File: src/rtl/cpu_data_path_if.sv
// Control/memory-facing signal bundle of the 8-bit CPU data path.
// The master side (control unit plus memory) drives strobes and read data; the data path answers.
interface cpu_data_path_if;
    logic [7:0] from_memory;
    logic [2:0] ALU_Sel;
    logic [1:0] Bus1_Sel;
    logic [1:0] Bus2_Sel;
    logic       IR_Load;
    logic       MAR_Load;
    logic       PC_Load;
    logic       PC_Inc;
    logic       A_Load;
    logic       B_Load;
    logic       CCR_Load;
    logic [7:0] address;
    logic [7:0] to_memory;
    logic [7:0] IR_out;
    logic [3:0] CCR_Result;

    modport master (
        output from_memory, ALU_Sel, Bus1_Sel, Bus2_Sel,
        output IR_Load, MAR_Load, PC_Load, PC_Inc, A_Load, B_Load, CCR_Load,
        input  address, to_memory, IR_out, CCR_Result
    );

    modport slave (
        input  from_memory, ALU_Sel, Bus1_Sel, Bus2_Sel,
        input  IR_Load, MAR_Load, PC_Load, PC_Inc, A_Load, B_Load, CCR_Load,
        output address, to_memory, IR_out, CCR_Result
    );
endinterface

File: src/rtl/cpu_data_path.sv
// 8-bit CPU data path: IR/MAR/PC/A/B/CCR registers, two internal buses and an NZVC ALU.
// Purely strobe driven; the control unit owns every select and load.
module cpu_data_path (
    input  logic              Clk,
    input  logic              Reset,
    cpu_data_path_if.slave    bus
);
    typedef enum logic [2:0] {
        ALU_ADD = 3'b000,
        ALU_INC = 3'b001,
        ALU_SUB = 3'b010,
        ALU_DEC = 3'b011,
        ALU_AND = 3'b100,
        ALU_OR  = 3'b101,
        ALU_XOR = 3'b110,
        ALU_NOT = 3'b111
    } alu_op_e;

    logic [7:0] ir_q, ir_d, mar_q, mar_d, pc_q, pc_d, a_q, a_d, b_q, b_d;
    logic [3:0] ccr_q, ccr_d;
    logic [7:0] bus1, bus2, alu_result;
    logic [8:0] alu_wide;
    logic       alu_v;
    logic [3:0] nzvc;

    always_comb begin
        case (bus.Bus1_Sel)
            2'b00:   bus1 = pc_q;
            2'b01:   bus1 = a_q;
            2'b10:   bus1 = b_q;
            default: bus1 = 8'h00;
        endcase
    end

    always_comb begin
        case (bus.Bus2_Sel)
            2'b00:   bus2 = alu_result;
            2'b01:   bus2 = bus1;
            2'b10:   bus2 = bus.from_memory;
            default: bus2 = 8'h00;
        endcase
    end

    // Bit 8 of the widened result is carry-out for additions and borrow for subtractions.
    always_comb begin
        alu_wide = 9'h000;
        alu_v    = 1'b0;
        case (alu_op_e'(bus.ALU_Sel))
            ALU_ADD: begin
                alu_wide = {1'b0, bus1} + {1'b0, b_q};
                alu_v    = (bus1[7] == b_q[7]) && (alu_wide[7] != bus1[7]);
            end
            ALU_INC: begin
                alu_wide = {1'b0, bus1} + 9'd1;
                alu_v    = (bus1 == 8'h7F);
            end
            ALU_SUB: begin
                alu_wide = {1'b0, bus1} - {1'b0, b_q};
                alu_v    = (bus1[7] != b_q[7]) && (alu_wide[7] != bus1[7]);
            end
            ALU_DEC: begin
                alu_wide = {1'b0, bus1} - 9'd1;
                alu_v    = (bus1 == 8'h80);
            end
            ALU_AND: alu_wide = {1'b0, bus1 & b_q};
            ALU_OR:  alu_wide = {1'b0, bus1 | b_q};
            ALU_XOR: alu_wide = {1'b0, bus1 ^ b_q};
            default: alu_wide = {1'b0, ~bus1};
        endcase
    end

    assign alu_result = alu_wide[7:0];
    assign nzvc       = {alu_result[7], (alu_result == 8'h00), alu_v, alu_wide[8]};

    // NOTE: every _d gets its hold value first, so no path through this block can infer a latch.
    always_comb begin
        ir_d  = ir_q;
        mar_d = mar_q;
        pc_d  = pc_q;
        a_d   = a_q;
        b_d   = b_q;
        ccr_d = ccr_q;
        if (bus.IR_Load)  ir_d  = bus2;
        if (bus.MAR_Load) mar_d = bus2;
        if (bus.A_Load)   a_d   = bus2;
        if (bus.B_Load)   b_d   = bus2;
        if (bus.CCR_Load) ccr_d = nzvc;
        if (bus.PC_Load)      pc_d = bus2;
        else if (bus.PC_Inc)  pc_d = pc_q + 8'd1;
    end

    // NOTE: state registers use non-blocking assignments so all of them sample pre-edge values.
    always_ff @(posedge Clk) begin
        if (!Reset) begin
            ir_q  <= 8'h00;
            mar_q <= 8'h00;
            pc_q  <= 8'h00;
            a_q   <= 8'h00;
            b_q   <= 8'h00;
            ccr_q <= 4'h0;
        end else begin
            ir_q  <= ir_d;
            mar_q <= mar_d;
            pc_q  <= pc_d;
            a_q   <= a_d;
            b_q   <= b_d;
            ccr_q <= ccr_d;
        end
    end

    assign bus.address    = mar_q;
    assign bus.to_memory  = bus1;
    assign bus.IR_out     = ir_q;
    assign bus.CCR_Result = ccr_q;
endmodule

File: src/flat_wrapper.sv
// flat-port wrapper written by rule: the top's interface ports become plain ports
module cpu_data_path_flat 
  (Clk, Reset, bus_from_memory, bus_ALU_Sel, bus_Bus1_Sel, bus_Bus2_Sel, bus_IR_Load, bus_MAR_Load, bus_PC_Load, bus_PC_Inc, bus_A_Load, bus_B_Load, bus_CCR_Load, bus_address, bus_to_memory, bus_IR_out, bus_CCR_Result);
  cpu_data_path_if bus_i ();
  input  logic Clk;
  input  logic Reset;
  input wire logic [$bits(bus_i.from_memory)-1:0] bus_from_memory;
  input wire logic [$bits(bus_i.ALU_Sel)-1:0] bus_ALU_Sel;
  input wire logic [$bits(bus_i.Bus1_Sel)-1:0] bus_Bus1_Sel;
  input wire logic [$bits(bus_i.Bus2_Sel)-1:0] bus_Bus2_Sel;
  input wire logic [$bits(bus_i.IR_Load)-1:0] bus_IR_Load;
  input wire logic [$bits(bus_i.MAR_Load)-1:0] bus_MAR_Load;
  input wire logic [$bits(bus_i.PC_Load)-1:0] bus_PC_Load;
  input wire logic [$bits(bus_i.PC_Inc)-1:0] bus_PC_Inc;
  input wire logic [$bits(bus_i.A_Load)-1:0] bus_A_Load;
  input wire logic [$bits(bus_i.B_Load)-1:0] bus_B_Load;
  input wire logic [$bits(bus_i.CCR_Load)-1:0] bus_CCR_Load;
  output wire logic [$bits(bus_i.address)-1:0] bus_address;
  output wire logic [$bits(bus_i.to_memory)-1:0] bus_to_memory;
  output wire logic [$bits(bus_i.IR_out)-1:0] bus_IR_out;
  output wire logic [$bits(bus_i.CCR_Result)-1:0] bus_CCR_Result;
  assign bus_i.from_memory = bus_from_memory;
  assign bus_i.ALU_Sel = bus_ALU_Sel;
  assign bus_i.Bus1_Sel = bus_Bus1_Sel;
  assign bus_i.Bus2_Sel = bus_Bus2_Sel;
  assign bus_i.IR_Load = bus_IR_Load;
  assign bus_i.MAR_Load = bus_MAR_Load;
  assign bus_i.PC_Load = bus_PC_Load;
  assign bus_i.PC_Inc = bus_PC_Inc;
  assign bus_i.A_Load = bus_A_Load;
  assign bus_i.B_Load = bus_B_Load;
  assign bus_i.CCR_Load = bus_CCR_Load;
  assign bus_address = bus_i.address;
  assign bus_to_memory = bus_i.to_memory;
  assign bus_IR_out = bus_i.IR_out;
  assign bus_CCR_Result = bus_i.CCR_Result;
  cpu_data_path u_core (.Clk(Clk), .Reset(Reset), .bus(bus_i));
endmodule
File: config.mk
export PLATFORM = sky130hd
export DESIGN_NAME = cpu_data_path_flat
export DESIGN_NICKNAME = d
export VERILOG_FILES = /design/src/rtl/cpu_data_path_if.sv /design/src/rtl/cpu_data_path.sv /design/src/flat_wrapper.sv
export SDC_FILE = /design/constraint.sdc
export NUM_CORES = 1
export LEC_CHECK = 0
export CORE_MARGIN = 1
export CORE_UTILIZATION = 50
export DETAILED_ROUTE_END_ITERATION = 7
export PLACE_DENSITY = 0.77
export SLEW_MARGIN = 20
export SYNTH_ARGS = -nofsm -noshare
export SYNTH_HDL_FRONTEND = slang
export SYNTH_SLANG_ARGS = --single-unit
File: constraint.sdc
create_clock -name Clk -period 4 [get_ports Clk]
set_clock_uncertainty 0.2 [all_clocks]
set_input_delay 0.6 -clock Clk [delete_from_list [all_inputs] [get_ports Clk]]
set_output_delay 0.6 -clock Clk [all_outputs]
set_load 0.005 [all_outputs]
==> flow_summary.json, run 1 <==
{
  "status": "complete, no violations",
  "num-fill-cells": 606,
  "synth_ff_type": "dfxtp_1",
  "end_kind": "flop",
  "min_path_type": "reg -> reg",
  "cp-endpoint": "u_core.bus.CCR_Result[2]",
  "ff2ff_path_depth": 13,
  "tightest_slew_ps": 567.0,
  "syn2layout_area_growth_pct": 35.59,
  "ios": 52,
  "r2r_slack_ps": 250,
  "synthMuxAreaShare_pct": 7.490,
  "p_leak_nw": 2.191,
  "synth_top_family_by_area": "compound AO/OA/AOI/OAI gates",
  "cts_tree": "done",
  "utilization_pct": 69.70,
  "drive_above_1_share_pct": 21.33,
  "crit_slowest_cell": "clkdlybuf4s50_1",
  "clock_sinks": 44,
  "wire_per_inst_um": 16.32,
  "async_flop_share_pct": 0,
  "grt_pass1_vias": 3745,
  "period_needed_ps": 3855,
  "setup_viol": 0,
  "seq_area_frac_synth_pct": 23.75,
  "drt-total-wl_um": 11180,
  "antenna_found_initial": 0,
  "synth_top_area_share_pct": 23.75,
  "drc": 0,
  "synth_common_cells": "a21oi_1, o21ai_0, dfxtp_1",
  "drv_cap": 0,
  "grt_pass1_wl_um": 18020,
  "power.total_mw": 1.328,
  "cp_data_arrival_time_ps": 3900,
  "yosysWarnings": 0,
  "cts_root_buf": "clkbuf_8",
  "overflow": 0,
  "syn_inst": 469,
  "crit_required_ps": 4040,
  "synthAdderAreaFrac_pct": 14.10,
  "synth-xor-area-share_pct": 3.779,
  "die_w_um": 88.12,
  "fp.dieH_um": 88.12,
  "detail-route-antenna-nets": 0,
  "worstSetupPathType": "in -> reg",
  "cpPeakStageDelay_ps": 480,
  "cts_hold_buf": 0,
  "relSlewSlack_pct": 62.08,
  "diodes": 0,
  "crit_chain": "clkdlybuf4s50_1 > inv_1 > and3_1 > fa_2 > a211o_1 > a21oi_2 > mux2_4 > a2111o_1 > o32ai_2 > o221ai_1 > or4_1 > o21ai_1",
  "r2r_start": "u_core.pc_q[0]",
  "clock.fmax_ghz": 0.2594,
  "stdcell_area_sq_mm": 0.005029,
  "core-area_sq_mm": 0.007214,
  "yosys-top-cells-area": "dfxtp_1, ha_1, a21oi_1, o21ai_0, mux2i_1",
  "fin_crit_sh_pct": 96.38,
  "syn_avg_cell_area_sq_um": 7.907,
  "dpl.hpwl_um": 8719,
  "gp_congestion": 0.9393,
  "power.density_mw_per_mm2": 264.2,
  "drt-pass1-iter-count": 4,
  "finalMaxSlewViolations": 0,
  "path_max_fanout": 4,
  "finalNetCount": 650,
  "rr_endpoint": "u_core.bus.CCR_Result[2]",
  "start_util_pct": 51.40,
  "min_delay_path_depth": 2,
  "cts_buffers": 5,
  "synth_compound_area_share_pct": 29.62,
  "syn_nets": 533,
  "hold_viol": 0,
  "rsz0062_at_grt": "false",
  "clock_latency_ps": 310,
  "htreeDepth": 2,
  "synth_seq_cells": 44,
  "dr.first_iter.drc_count": 208,
  "io_buffers": 51,
  "gr-usage-all-layers_pct": 29.87,
  "postPlaceCellArea_sq_mm": 0.004778,
  "synth_cell_types": 62,
  "cts_buffer_depth": 2,
  "peakVddDrop_uv": 274.9,
  "grt_max_degree": 40,
  "startpoint_type": "primary input",
  "route.vias.total": 3916,
  "yosysTopAreaCell": "dfxtp_1",
  "clkTransAtPathRegs_ps": 90,
  "rows": 31,
  "crit_path_start": "bus_ALU_Sel[2]",
  "die-area_sq_mm": 0.007765,
  "synth_area_sq_mm": 0.003709,
  "synth-simple-area-share_pct": 14.37,
  "via_per_inst": 5.717,
  "synth_edf_count": 0
}
power by group:
group	internal (mW)	switching [mW]	total, mW
combinational	0.280	0.277	0.558
clock	0.118	0.154	0.272
sequential	0.470	0.0289	0.499
total	0.869	0.460	1.33
cells by family after synthesis:
kind of cell    Yosys count
compound gates          177
xor+xnor                 16
fa+ha+maj                40
buf+inv                  58
flops                    44
mux                      25
simple gates            109
routing by layer:
layer | track usage (%) | routed length, um | vias up
met2 | 51.23 | 5324 | 114
met5 | 0 | 0 | -
met3 | 2.545 | 409 | 26
li1 | - | - | 1932
met4 | 11.29 | 371 | 0
met1 | 39.00 | 5076 | 1844
cell usage in the layout, fill, tap and decap left out, drive strengths merged, types with 21 or more instances in the layout:
cell type	n
a21oi	49
buf	84
clkdlybuf4s50	49
dfxtp	44
ha	37
inv	33
mux2i	21
nand2	24
nor2	39
o21ai	53
worst min-delay path by stage:
stage / startpoint / end / slack (ps)
global placement: u_core.bus.CCR_Result[2] / u_core.bus.CCR_Result[2] / 270
detailed placement: u_core.bus.CCR_Result[2] / u_core.bus.CCR_Result[2] / 280
global route: u_core.bus.CCR_Result[2] / u_core.bus.CCR_Result[2] / 320
floorplan: u_core.bus.CCR_Result[2] / u_core.bus.CCR_Result[2] / 240
finish: u_core.bus.CCR_Result[2] / u_core.bus.CCR_Result[2] / 290
CTS: u_core.bus.CCR_Result[2] / u_core.bus.CCR_Result[2] / 290
per-stage QoR:
stage               setup slack [ps]  instances  hold WS [ps]  TNS, ps
CTS                            12.44        682         292.7        0
global route                  0.2771        685         316.0        0
detailed placement            -656.4        669         282.1   -12640
finish                         144.8        685         293.7        0
floorplan                      7.969        469         244.7        0
global placement              -479.5        669         270.4    -8901
timing repair:
action,CTS,global route
setup endpoints to repair,21,16
pin swaps,14,12
gates resized for setup,16,12
setup buffers,6,3
gates cloned,0,0
registers in the layout, indices dropped and copies added, names as in the netlist:
register	count
u_core.bus.CCR_Result	4
u_core.b_q	8
u_core.bus.IR_out	8
u_core.bus.address	8
u_core.pc_q	8
u_core.a_q	8
area by class of cell:
cell class                      instances  area [sq um]  share of cell area [%]
Clock inverter                          2         12.51                  0.2488
Clock buffer                            5         68.82                   1.369
Inverter                               33         123.9                   2.463
Tap cell                               99         123.9                   2.463
Sequential cell                        44         880.8                   17.52
Timing Repair Buffer                  135          1139                   22.64
Multi-Input combinational cell        367          2680                   53.30
critical path, delay by kind of cell:
kind / cells / cell delay [ps]
multiplexers: 1 / 320
buffers and inverters: 2 / 530
AND/OR/NAND/NOR: 2 / 690
AO/OA/AOI/OAI: 6 / 1360
adder cells (fa/ha/maj): 1 / 410
Power figures use the tool's default switching activity.
==> run 2: changes to the inputs <==
--- a/config.mk
+++ b/config.mk
@@ -5,10 +5,11 @@
 export SDC_FILE = /design/constraint.sdc
 export NUM_CORES = 1
 export LEC_CHECK = 0
-export CORE_MARGIN = 1
+export CORE_MARGIN = 2
 export CORE_UTILIZATION = 50
 export DETAILED_ROUTE_END_ITERATION = 7
 export PLACE_DENSITY = 0.77
+export SETUP_SLACK_MARGIN = 0.4
 export SLEW_MARGIN = 20
 export SYNTH_ARGS = -nofsm -noshare
 export SYNTH_HDL_FRONTEND = slang
==> flow_summary.json, run 2 (synthesized netlist as in run 1, its figures left out) <==
{
  "final_common_cell": "buf_4",
  "detail-route-antenna-nets": 0,
  "end_kind": "flop",
  "cts_hold_buf": 0,
  "drt-pass1-iter-count": 6,
  "status": "complete, no violations",
  "p_leak_nw": 2.255,
  "cpPeakStageDelay_ps": 480,
  "overflow": 0,
  "min_path_type": "reg -> reg",
  "rows": 31,
  "grt_pass1_wl_um": 19600,
  "cts_tree": "done",
  "power.density_mw_per_mm2": 267.1,
  "num-fill-cells": 507,
  "regArea_sq_um": 880.8,
  "crit_chain": "buf_6 > buf_12 > mux2i_4 > nor2_2 > a21oi_2 > inv_2 > fa_2 > a211o_1 > a21oi_2 > mux2_4 > a2111o_1 > o32ai_2 > o221ai_1 > or4_1 > o21ai_1",
  "pre_cts_slack_ps": -530.6,
  "r2r_start": "u_core.pc_q[0]",
  "drc": 0,
  "start_util_pct": 51.40,
  "grt_max_degree": 40,
  "via_per_inst": 6.043,
  "antenna_found_initial": 0,
  "clock_sinks": 44,
  "clkTransAtPathRegs_ps": 90,
  "fp.dieH_um": 90.12,
  "drv_cap": 0,
  "gr-usage-all-layers_pct": 29.48,
  "fin_hold_ws_ps": 296.0,
  "drive_above_1_share_pct": 28.96,
  "tightest_slew_ps": 633.6,
  "ios": 52,
  "crit_required_ps": 4040,
  "dr.first_iter.drc_count": 324,
  "cp_data_arrival_time_ps": 3840,
  "setup_viol": 0,
  "startpoint_type": "primary input",
  "io_buffers": 51,
  "rsz0062_at_grt": "true",
  "syn2layout_area_growth_pct": 44.91,
  "finalNetCount": 657,
  "diodes": 0,
  "clock_latency_ps": 300,
  "crit_top_cell": "a21oi_2",
  "cts_buffers": 5,
  "grt_pass1_vias": 3892,
  "peakVddDrop_uv": 233.5,
  "multiInputGateArea_sq_mm": 0.002919,
  "clock.fmax_ghz": 0.2631,
  "crit_path_start": "bus_Bus1_Sel[0]",
  "fin_crit_sh_pct": 95.03,
  "period_needed_ps": 3801,
  "gp_congestion": 0.9788,
  "die_w_um": 90.12,
  "hold_viol": 0,
  "die-area_sq_mm": 0.008122,
  "setup_ws_ps": 198.9,
  "worstSetupPathType": "in -> reg",
  "min_from": "u_core.bus.CCR_Result[2]",
  "crit_slowest_cell": "or4_1",
  "dpl.hpwl_um": 9007,
  "layout_common_cells": "buf_4, clkdlybuf4s50_1, o21ai_0, dfxtp_1, nor2_1",
  "relSlewSlack_pct": 57.63,
  "cts_root_buf": "clkbuf_8",
  "core-area_sq_mm": 0.007214,
  "route.vias.total": 4188,
  "htreeDepth": 2,
  "wire_per_inst_um": 18.78,
  "drt-total-wl_um": 13010,
  "finalMaxSlewViolations": 0,
  "path_max_fanout": 7,
  "cts_buffer_depth": 2
}
==> run 2: cell types whose count changed in the layout (fill, tap and decap cells not counted), moves of 3 or more <==
cell,change
ha_1,-3
ha_4,+3
a21oi_1,-12
o21ai_2,+3
mux2i_4,+3
mux2i_1,-4
o21ai_0,-3
buf_6,+6
a21oi_2,+13
==> run 2: final timing paths <==
| path | slack [ps] | cells past startpoint | to |
|---|---|---|---|
| worst max-delay path | 200 | 15 | u_core.bus.CCR_Result[2] |
| worst min-delay path | 300 | 2 | u_core.bus.CCR_Result[2] |
| worst max register to register | 320 | 13 | u_core.bus.CCR_Result[2] |
| worst min register to register | 300 | 2 | u_core.bus.CCR_Result[2] |
==> run 2: what timing repair did <==
action	CTS	global route
pin swaps	21	31
buffers inserted	14	3
setup endpoints to repair	40	31
gates resized for setup	40	40
==> run 2: critical path, delay by kind of cell <==
family,cells,cell delay (ps)
multiplexers,2,540
buffers and inverters,3,280
AO/OA/AOI/OAI,7,1510
AND/OR/NAND/NOR,2,540
adder cells (fa/ha/maj),1,380
==> run 2: final cells by class <==
type                            instances  share of cell area, %
Clock inverter                          3                 0.4424
Multi-Input combinational cell        367                  54.32
Inverter                               33                  2.305
Sequential cell                        44                  16.39
Clock buffer                            5                  1.281
Tap cell                               99                  2.305
Timing Repair Buffer                  142                  22.96
==> run 2: per-layer routing <==
metal  global-route usage, %  part of all wire [%]  vias up  routed length [um]
li1                        -                     -     1949                   -
met1                   41.84                    43     1987                5577
met2                   46.55                    47      217                6081
met3                   3.940                   7.7       35                1008
met4                   9.231                   2.6        0                 344
met5                       0                     0        -                   0
==> run 2: power by group <==
part	total, mW	switching [mW]	internal, mW
Combinational	0.644	0.323	0.321
Sequential	0.503	0.0335	0.470
Clock	0.288	0.164	0.124
==> run 2: through the flow <==
| stage | cell area [sq um] | std cells | TNS (ps) | util, % | power, mW |
|---|---|---|---|---|---|
| global placement | 4812 | 668 | -8642 | 66.70 | 1.030 |
| CTS | 5167 | 690 | 0 | 71.63 | 1.367 |
| detailed placement | 4812 | 668 | -11120 | 66.70 | 1.040 |
| finish | 5374 | 693 | 0 | 74.49 | 1.435 |
| floorplan | 3762 | 469 | 0 | - | 0.8035 |
| global route | 5374 | 693 | 0 | 74.49 | 1.501 |
